## config.mk

```make
export PLATFORM = sky130hd
export DESIGN_NAME = pipe_share_arbiter
export DESIGN_NICKNAME = d
export VERILOG_FILES = /design/src/rtl/svm_arb_pkg.sv /design/src/rtl/outstanding_counter.sv /design/src/rtl/pipe_share_arbiter.sv
export SDC_FILE = /design/constraint.sdc
export NUM_CORES = 1
export LEC_CHECK = 0
export CAP_MARGIN = 20
export CORE_MARGIN = 8
export CORE_UTILIZATION = 30
export DETAILED_ROUTE_END_ITERATION = 8
export HOLD_SLACK_MARGIN = 0.12
export REMOVE_ABC_BUFFERS = 1
export SYNTH_ARGS = -nofsm -noshare
export SYNTH_HDL_FRONTEND = slang
export SYNTH_SLANG_ARGS = --single-unit
export TNS_END_PERCENT = 10
```

## constraint.sdc

```tcl
create_clock -name clk -period 5.01 [get_ports clk]
set_input_delay 1.002 -clock clk [delete_from_list [all_inputs] [get_ports clk]]
set_output_delay 1.002 -clock clk [all_outputs]
set_load 0.05 [all_outputs]
```

## src/rtl/svm_arb_pkg.sv

```systemverilog
// Shared types, defaults and helpers for the SVM pipeline-sharing arbiter.
package svm_arb_pkg;

  localparam int unsigned DEF_NREQ    = 4;
  localparam int unsigned DEF_LAT     = 6;
  localparam int unsigned DEF_MAX_OUT = 3;

  // Widest requester vector onehot_to_idx can decode.
  localparam int unsigned MAX_REQ = 32;

  typedef logic [7:0] cnt_t;

  function automatic logic [4:0] onehot_to_idx(input logic [MAX_REQ-1:0] oh);
    logic [4:0] idx;
    idx = '0;
    for (int i = 0; i < MAX_REQ; i++) begin
      if (oh[i]) idx = idx | 5'(i);
    end
    return idx;
  endfunction

endpackage

```

## src/rtl/outstanding_counter.sv

```systemverilog
// Per-requester in-flight operation counter with limit and nonzero flags.
module outstanding_counter
  import svm_arb_pkg::*;
(
  input  logic clk,
  input  logic rst,
  input  logic inc,
  input  logic dec,
  input  cnt_t limit,
  output logic at_limit,
  output logic nonzero
);

  cnt_t cnt_q, cnt_d;

  // A return with nothing outstanding is illegal; hold at zero rather than wrap.
  always_comb begin
    cnt_d = cnt_q;
    if (inc && !dec) begin
      cnt_d = cnt_q + cnt_t'(1);
    end else if (dec && !inc && (cnt_q != '0)) begin
      cnt_d = cnt_q - cnt_t'(1);
    end
  end

  always_ff @(posedge clk) begin
    if (rst) begin
      cnt_q <= '0;
    end else begin
      cnt_q <= cnt_d;
    end
  end

  assign at_limit = (cnt_q == limit);
  assign nonzero  = (cnt_q != '0);

endmodule

```

## src/rtl/pipe_share_arbiter.sv

```systemverilog
// Round-robin issue arbiter for a shared fixed-latency pipeline, with a tag line
// that routes each result back to its requester and per-requester flow control.
module pipe_share_arbiter
  import svm_arb_pkg::*;
#(
  parameter int unsigned NREQ    = DEF_NREQ,
  parameter int unsigned LAT     = DEF_LAT,
  parameter int unsigned MAX_OUT = DEF_MAX_OUT,
  parameter int unsigned IDW     = $clog2(NREQ)
) (
  input  logic            clk,
  input  logic            rst,
  input  logic [NREQ-1:0] req,
  input  logic            stall,
  output logic [NREQ-1:0] grant,
  output logic            issue_valid,
  output logic [IDW-1:0]  issue_id,
  output logic [NREQ-1:0] ret_valid,
  output logic            busy
);

  logic [NREQ-1:0] at_limit;
  logic [NREQ-1:0] nonzero;
  logic [NREQ-1:0] eligible;
  logic [IDW-1:0]  rr_q, rr_d;
  logic [IDW-1:0]  pos;
  logic            found;

  logic            tag_valid_q [LAT];
  logic [IDW-1:0]  tag_id_q    [LAT];

  assign eligible = req & ~at_limit;

  // First eligible index at or after rr_q, wrapping at NREQ.
  always_comb begin
    grant = '0;
    found = 1'b0;
    pos   = '0;
    if (!rst && !stall) begin
      for (int unsigned k = 0; k < NREQ; k++) begin
        pos = IDW'((32'(rr_q) + k) % NREQ);
        if (!found && eligible[pos]) begin
          grant[pos] = 1'b1;
          found      = 1'b1;
        end
      end
    end
  end

  assign issue_valid = |grant;
  assign issue_id    = IDW'(onehot_to_idx(MAX_REQ'(grant)));

  always_comb begin
    rr_d = rr_q;
    if (issue_valid) begin
      rr_d = (issue_id == IDW'(NREQ - 1)) ? '0 : issue_id + IDW'(1);
    end
  end

  always_ff @(posedge clk) begin
    if (rst) begin
      rr_q <= '0;
    end else begin
      rr_q <= rr_d;
    end
  end

  // Tag line always shifts; a stall just leaves a bubble behind.
  always_ff @(posedge clk) begin
    if (rst) begin
      for (int unsigned i = 0; i < LAT; i++) tag_valid_q[i] <= 1'b0;
    end else begin
      tag_valid_q[0] <= issue_valid;
      for (int unsigned i = 1; i < LAT; i++) tag_valid_q[i] <= tag_valid_q[i-1];
    end
  end

  always_ff @(posedge clk) begin
    tag_id_q[0] <= issue_id;
    for (int unsigned i = 1; i < LAT; i++) tag_id_q[i] <= tag_id_q[i-1];
  end

  // Outputs read zero while reset is held, before the registers have cleared.
  always_comb begin
    ret_valid = '0;
    if (!rst && tag_valid_q[LAT-1]) ret_valid[tag_id_q[LAT-1]] = 1'b1;
  end

  assign busy = !rst && (|nonzero);

  for (genvar i = 0; i < NREQ; i++) begin : g_cnt
    outstanding_counter u_cnt (
      .clk      (clk),
      .rst      (rst),
      .inc      (grant[i]),
      .dec      (ret_valid[i]),
      .limit    (cnt_t'(MAX_OUT)),
      .at_limit (at_limit[i]),
      .nonzero  (nonzero[i])
    );
  end

endmodule
```

==> key figures <==
Run status
  – Status: finished clean

Critical path
  – Crit path from: req[2]
  – CP Capture Point: issue_valid
  – CP arrival: 3.55 ns
  – CP Class: in -> out
  – FF-to-FF Start: g_cnt[2].u_cnt.cnt_q[0]$_SDFFE_PP0P_
  – CP Capture Type: output port
  – Buf+Inv Stages, Crit Path: 2
  – Reg2Reg Setup Slack: 0.59 ns
  – Crit path depth: 8
  – Worst reg2reg path endpoint: g_cnt[0].u_cnt.cnt_q[7]$_SDFFE_PP0P_
  – Slowest-stage cell, CP: mux4_2
  – Delay-heaviest family, CP: buffers and inverters
  – Crit-path cells: clkdlybuf4s50_1 > o21ai_1 > mux4_2 > mux2i_1 > o32ai_1 > nor2_1 > nand4_1 > buf_12
  – Worst EP required: roughly 4 ns
  – Slowest stage delay, CP: ~0.58 ns
  – Critical path peak fanout: 5
  – Worst setup SP type: input pin
  – R2R cell count: 14

Floorplan
  – IO Pins: 19
  – Starting density of the core: 0.308
  – Row count: 39
  – DIE WIDTH: approximately 120 µm
  – Core ar.: roughly 11000 µm²
  – Die ar.: 15400 µm²
  – Die height: between 100 and 150 µm

Clock network
  – Clock Latency Late Sink: approximately 0.3 ns
  – CTS Hold Bufs: 0
  – CTS tree: yes
  – Cts repair resizes: 0
  – Clk buf depth: 2
  – H-Tree Depth: 2
  – CTS clk-pin slew, worst paths: 0.07 ns
  – CTS Buf Count: 5
  – Root Buffer: clkbuf_16
  – Setup repair bufs after CTS: 0
  – Sink Count: 52

Synth
  – Synth top area share: 0.296
  – Cell variety after synth: 44
  – Yosys Warn Count: 0
  – Syn Inst Count: between 300 and 400
  – Post-synth ARST share: 0
  – Syn Area/Cell: 9.68 µm²
  – Synth area leaders: dfxtp_1, ha_1, mux2i_1
  – Seq/Total Area, Yosys: 0.296
  – Ys flop type: dfxtp_1
  – EDFF count, synth: 0
  – Mapped Area: 3510 µm²
  – Synth Register Bits: 52
  – Yosys top cell by area: dfxtp_1

Placement
  – RePlAce Congestion: about 0.86
  – Post-DP Area: 3850 µm²
  – I/O Buffers: 18
  – DP Wirelength: between 5000 and 6000 µm

Route
  – Residual DRC: 0
  – Routed via count: ~2600
  – WL/cell: 14.2 µm
  – DRT iter0 DRCs: roughly 120
  – Drt pass-1 iters: 4
  – Routed Antenna Nets: 0
  – DR vias/cell: about 5.0
  – Post-Route WL: 7390 µm

Timing
  – Final Max Slew Viols: 0
  – Clock Skew: about 0.0080 ns
  – Final setup fails: 0
  – Maximum clock rate: ~220 MHz
  – Period utilization: 0.908
  – Period minus WS final: ~4.5 ns
  – Worst-Margin Slew: 0.533 ns
  – Setup_tns: 0 ns
  – Final hold viol count: 0
  – Max_slew headroom: 0.644
  – RSZ-0062 raised after global routing: false

Global route
  – First-pass GRT wire length: approximately 13000 µm
  – Initial antenna violation count: 0
  – Vias in the first global route: about 2600
  – Largest net degree at the start of global routing: 43
  – GRT overflow: 0
  – GRT Total Usage: 0.0965

Final layout
  – Share of layout cells above drive strength 1: 0.125
  – Post-route cell area: between 4000 and 5000 µm²
  – Synth-to-layout area growth: 13.9%
  – NumNets Final: 420
  – Number of diodes: 0

Power
  – P per Cell Area: 624 nW/µm²
  – Peak supply drop: between 0.2 and 0.3 mV
  – Leakage: 1.76 nW

Flow run
  – Max-cap violations: 0

Hold path
  – Hold crit path type: reg -> reg
  – Hold Path Depth: 0
state kept, by name, summed over array words and instances (netlist names):
signal	count
tag_id_q	12
g_cnt.u_cnt.cnt_q	32
rr_q	2
tag_valid_q	6
metrics by stage:
step | hold slack (ns) | worst slack (ns) | power [mW] | utilization | cells
floorplan | 0.310 | 1.13 | 1.79 | - | 345
global placement | 0.310 | 0.241 | 2.12 | 0.337 | 511
detailed placement | 0.312 | 0.241 | 2.15 | 0.337 | 511
CTS | 0.329 | 0.480 | 2.52 | 0.350 | 519
global route | 0.333 | 0.162 | 2.73 | 0.350 | 519
finish | 0.329 | 0.462 | 2.50 | 0.350 | 519
cell type report:
class,count,area (µm²)
clock buffer,5,125
clock inverter,3,25.0
fill,1153,7420
inverter,22,82.6
multi-input combinational,271,2260
sequential,52,1040
tap,143,179
timing repair buffer,23,285
kinds of logic after synthesis:
kind of cell    share of synthesized area
compound gates                      0.158
mux                                 0.113
fa+ha+maj                           0.144
buf+inv                            0.0598
xor+xnor                           0.0499
simple gates                        0.179
flops                               0.296
layout by cell type (no fill, tap or decap), types with 3 or more instances in the layout:
master | Yosys | layout
o21bai_1 | 8 | 8
xor2_1 | 8 | 8
nor2b_1 | 11 | 11
a211oi_2 | 4 | 4
a21oi_1 | 20 | 20
buf_12 | 0 | 7
dfxtp_1 | 52 | 52
nor2_1 | 12 | 12
clkbuf_16 | 0 | 5
o21ai_2 | 4 | 4
clkdlybuf4s50_1 | 0 | 10
nand2b_1 | 22 | 22
nand4bb_1 | 3 | 3
a21o_1 | 8 | 8
inv_1 | 22 | 22
mux2_4 | 4 | 4
nand2_1 | 12 | 12
o32ai_1 | 4 | 4
o211ai_1 | 4 | 4
ha_1 | 34 | 34
o21ai_1 | 3 | 3
buf_4 | 8 | 6
nand4_1 | 5 | 5
and2_4 | 4 | 4
mux2i_1 | 28 | 28
o21a_1 | 3 | 3
a41oi_1 | 5 | 5
or4_1 | 11 | 11
xnor2_1 | 12 | 12
fa_1 | 4 | 4
o21ai_0 | 13 | 13
nand4b_1 | 8 | 8
metal layers:
layer	part of all wire	global-route usage
met4	0.011	0.0255
met1	0.48	0.122
met3	0.046	0.0277
met2	0.46	0.157
met5	0	0
power breakdown:
part / switching, mW / leakage, nW / internal (mW) / total [mW]
Combinational: 0.777 / 1.27 / 0.702 / 1.48
Sequential: 0.115 / 0.424 / 0.548 / 0.663
Clock: 0.167 / 0.0708 / 0.189 / 0.356
Total: 1.06 / 1.76 / 1.44 / 2.50
cell usage after synthesis, types with 2 or more instances:
library cell  count
fa_1              4
a211oi_2          4
o21ai_2           4
clkbuf_1          5
inv_1            22
mux2i_1          28
or4_1            11
nor2b_1          11
nand4b_1          8
buf_4             8
dfxtp_1          52
xnor2_1          12
nand4bb_1         3
or3_1             2
nand2b_1         22
mux2_4            4
nand4_1           5
o211ai_1          4
nor2_1           12
nand3_1           2
o32ai_1           4
o21a_1            3
nand2_1          12
o21bai_1          8
a21oi_1          20
or4_4             2
xor2_1            8
and2_4            4
ha_1             34
or2_2             2
a21o_1            8
mux4_2            2
a41oi_1           5
buf_6             4
o21ai_1           3
o21ai_0          13
worst min path at each step:
| stage | startpoint | end | slack (ns) |
|---|---|---|---|
| after global placement | tag_id_q[0][1]$_DFF_P_ | tag_id_q[1][1]$_DFF_P_ | 0.31 |
| after global routing | tag_id_q[4][1]$_DFF_P_ | tag_id_q[5][1]$_DFF_P_ | 0.33 |
| final | tag_id_q[4][1]$_DFF_P_ | tag_id_q[5][1]$_DFF_P_ | 0.33 |
| after CTS | tag_id_q[4][1]$_DFF_P_ | tag_id_q[5][1]$_DFF_P_ | 0.33 |
| after floorplan | tag_id_q[0][0]$_DFF_P_ | tag_id_q[1][0]$_DFF_P_ | 0.31 |
| after detailed placement | tag_id_q[4][1]$_DFF_P_ | tag_id_q[5][1]$_DFF_P_ | 0.31 |
worst register-to-register path, cell delays in order, from the launching register on:
cell      delay (ns)
dfxtp_1         0.42
or4bb_1         0.59
o21ai_1         0.32
nand2_1         0.09
mux4_2          0.51
o32ai_1         0.53
o21ai_2         0.23
ha_1            0.34
a21o_1          0.18
a21oi_1         0.23
o21bai_1        0.09
a21oi_1         0.25
o21ai_0         0.16
mux2i_1         0.21
mux2i_1         0.19
No activity file was read; power rests on OpenSTA's default activity.
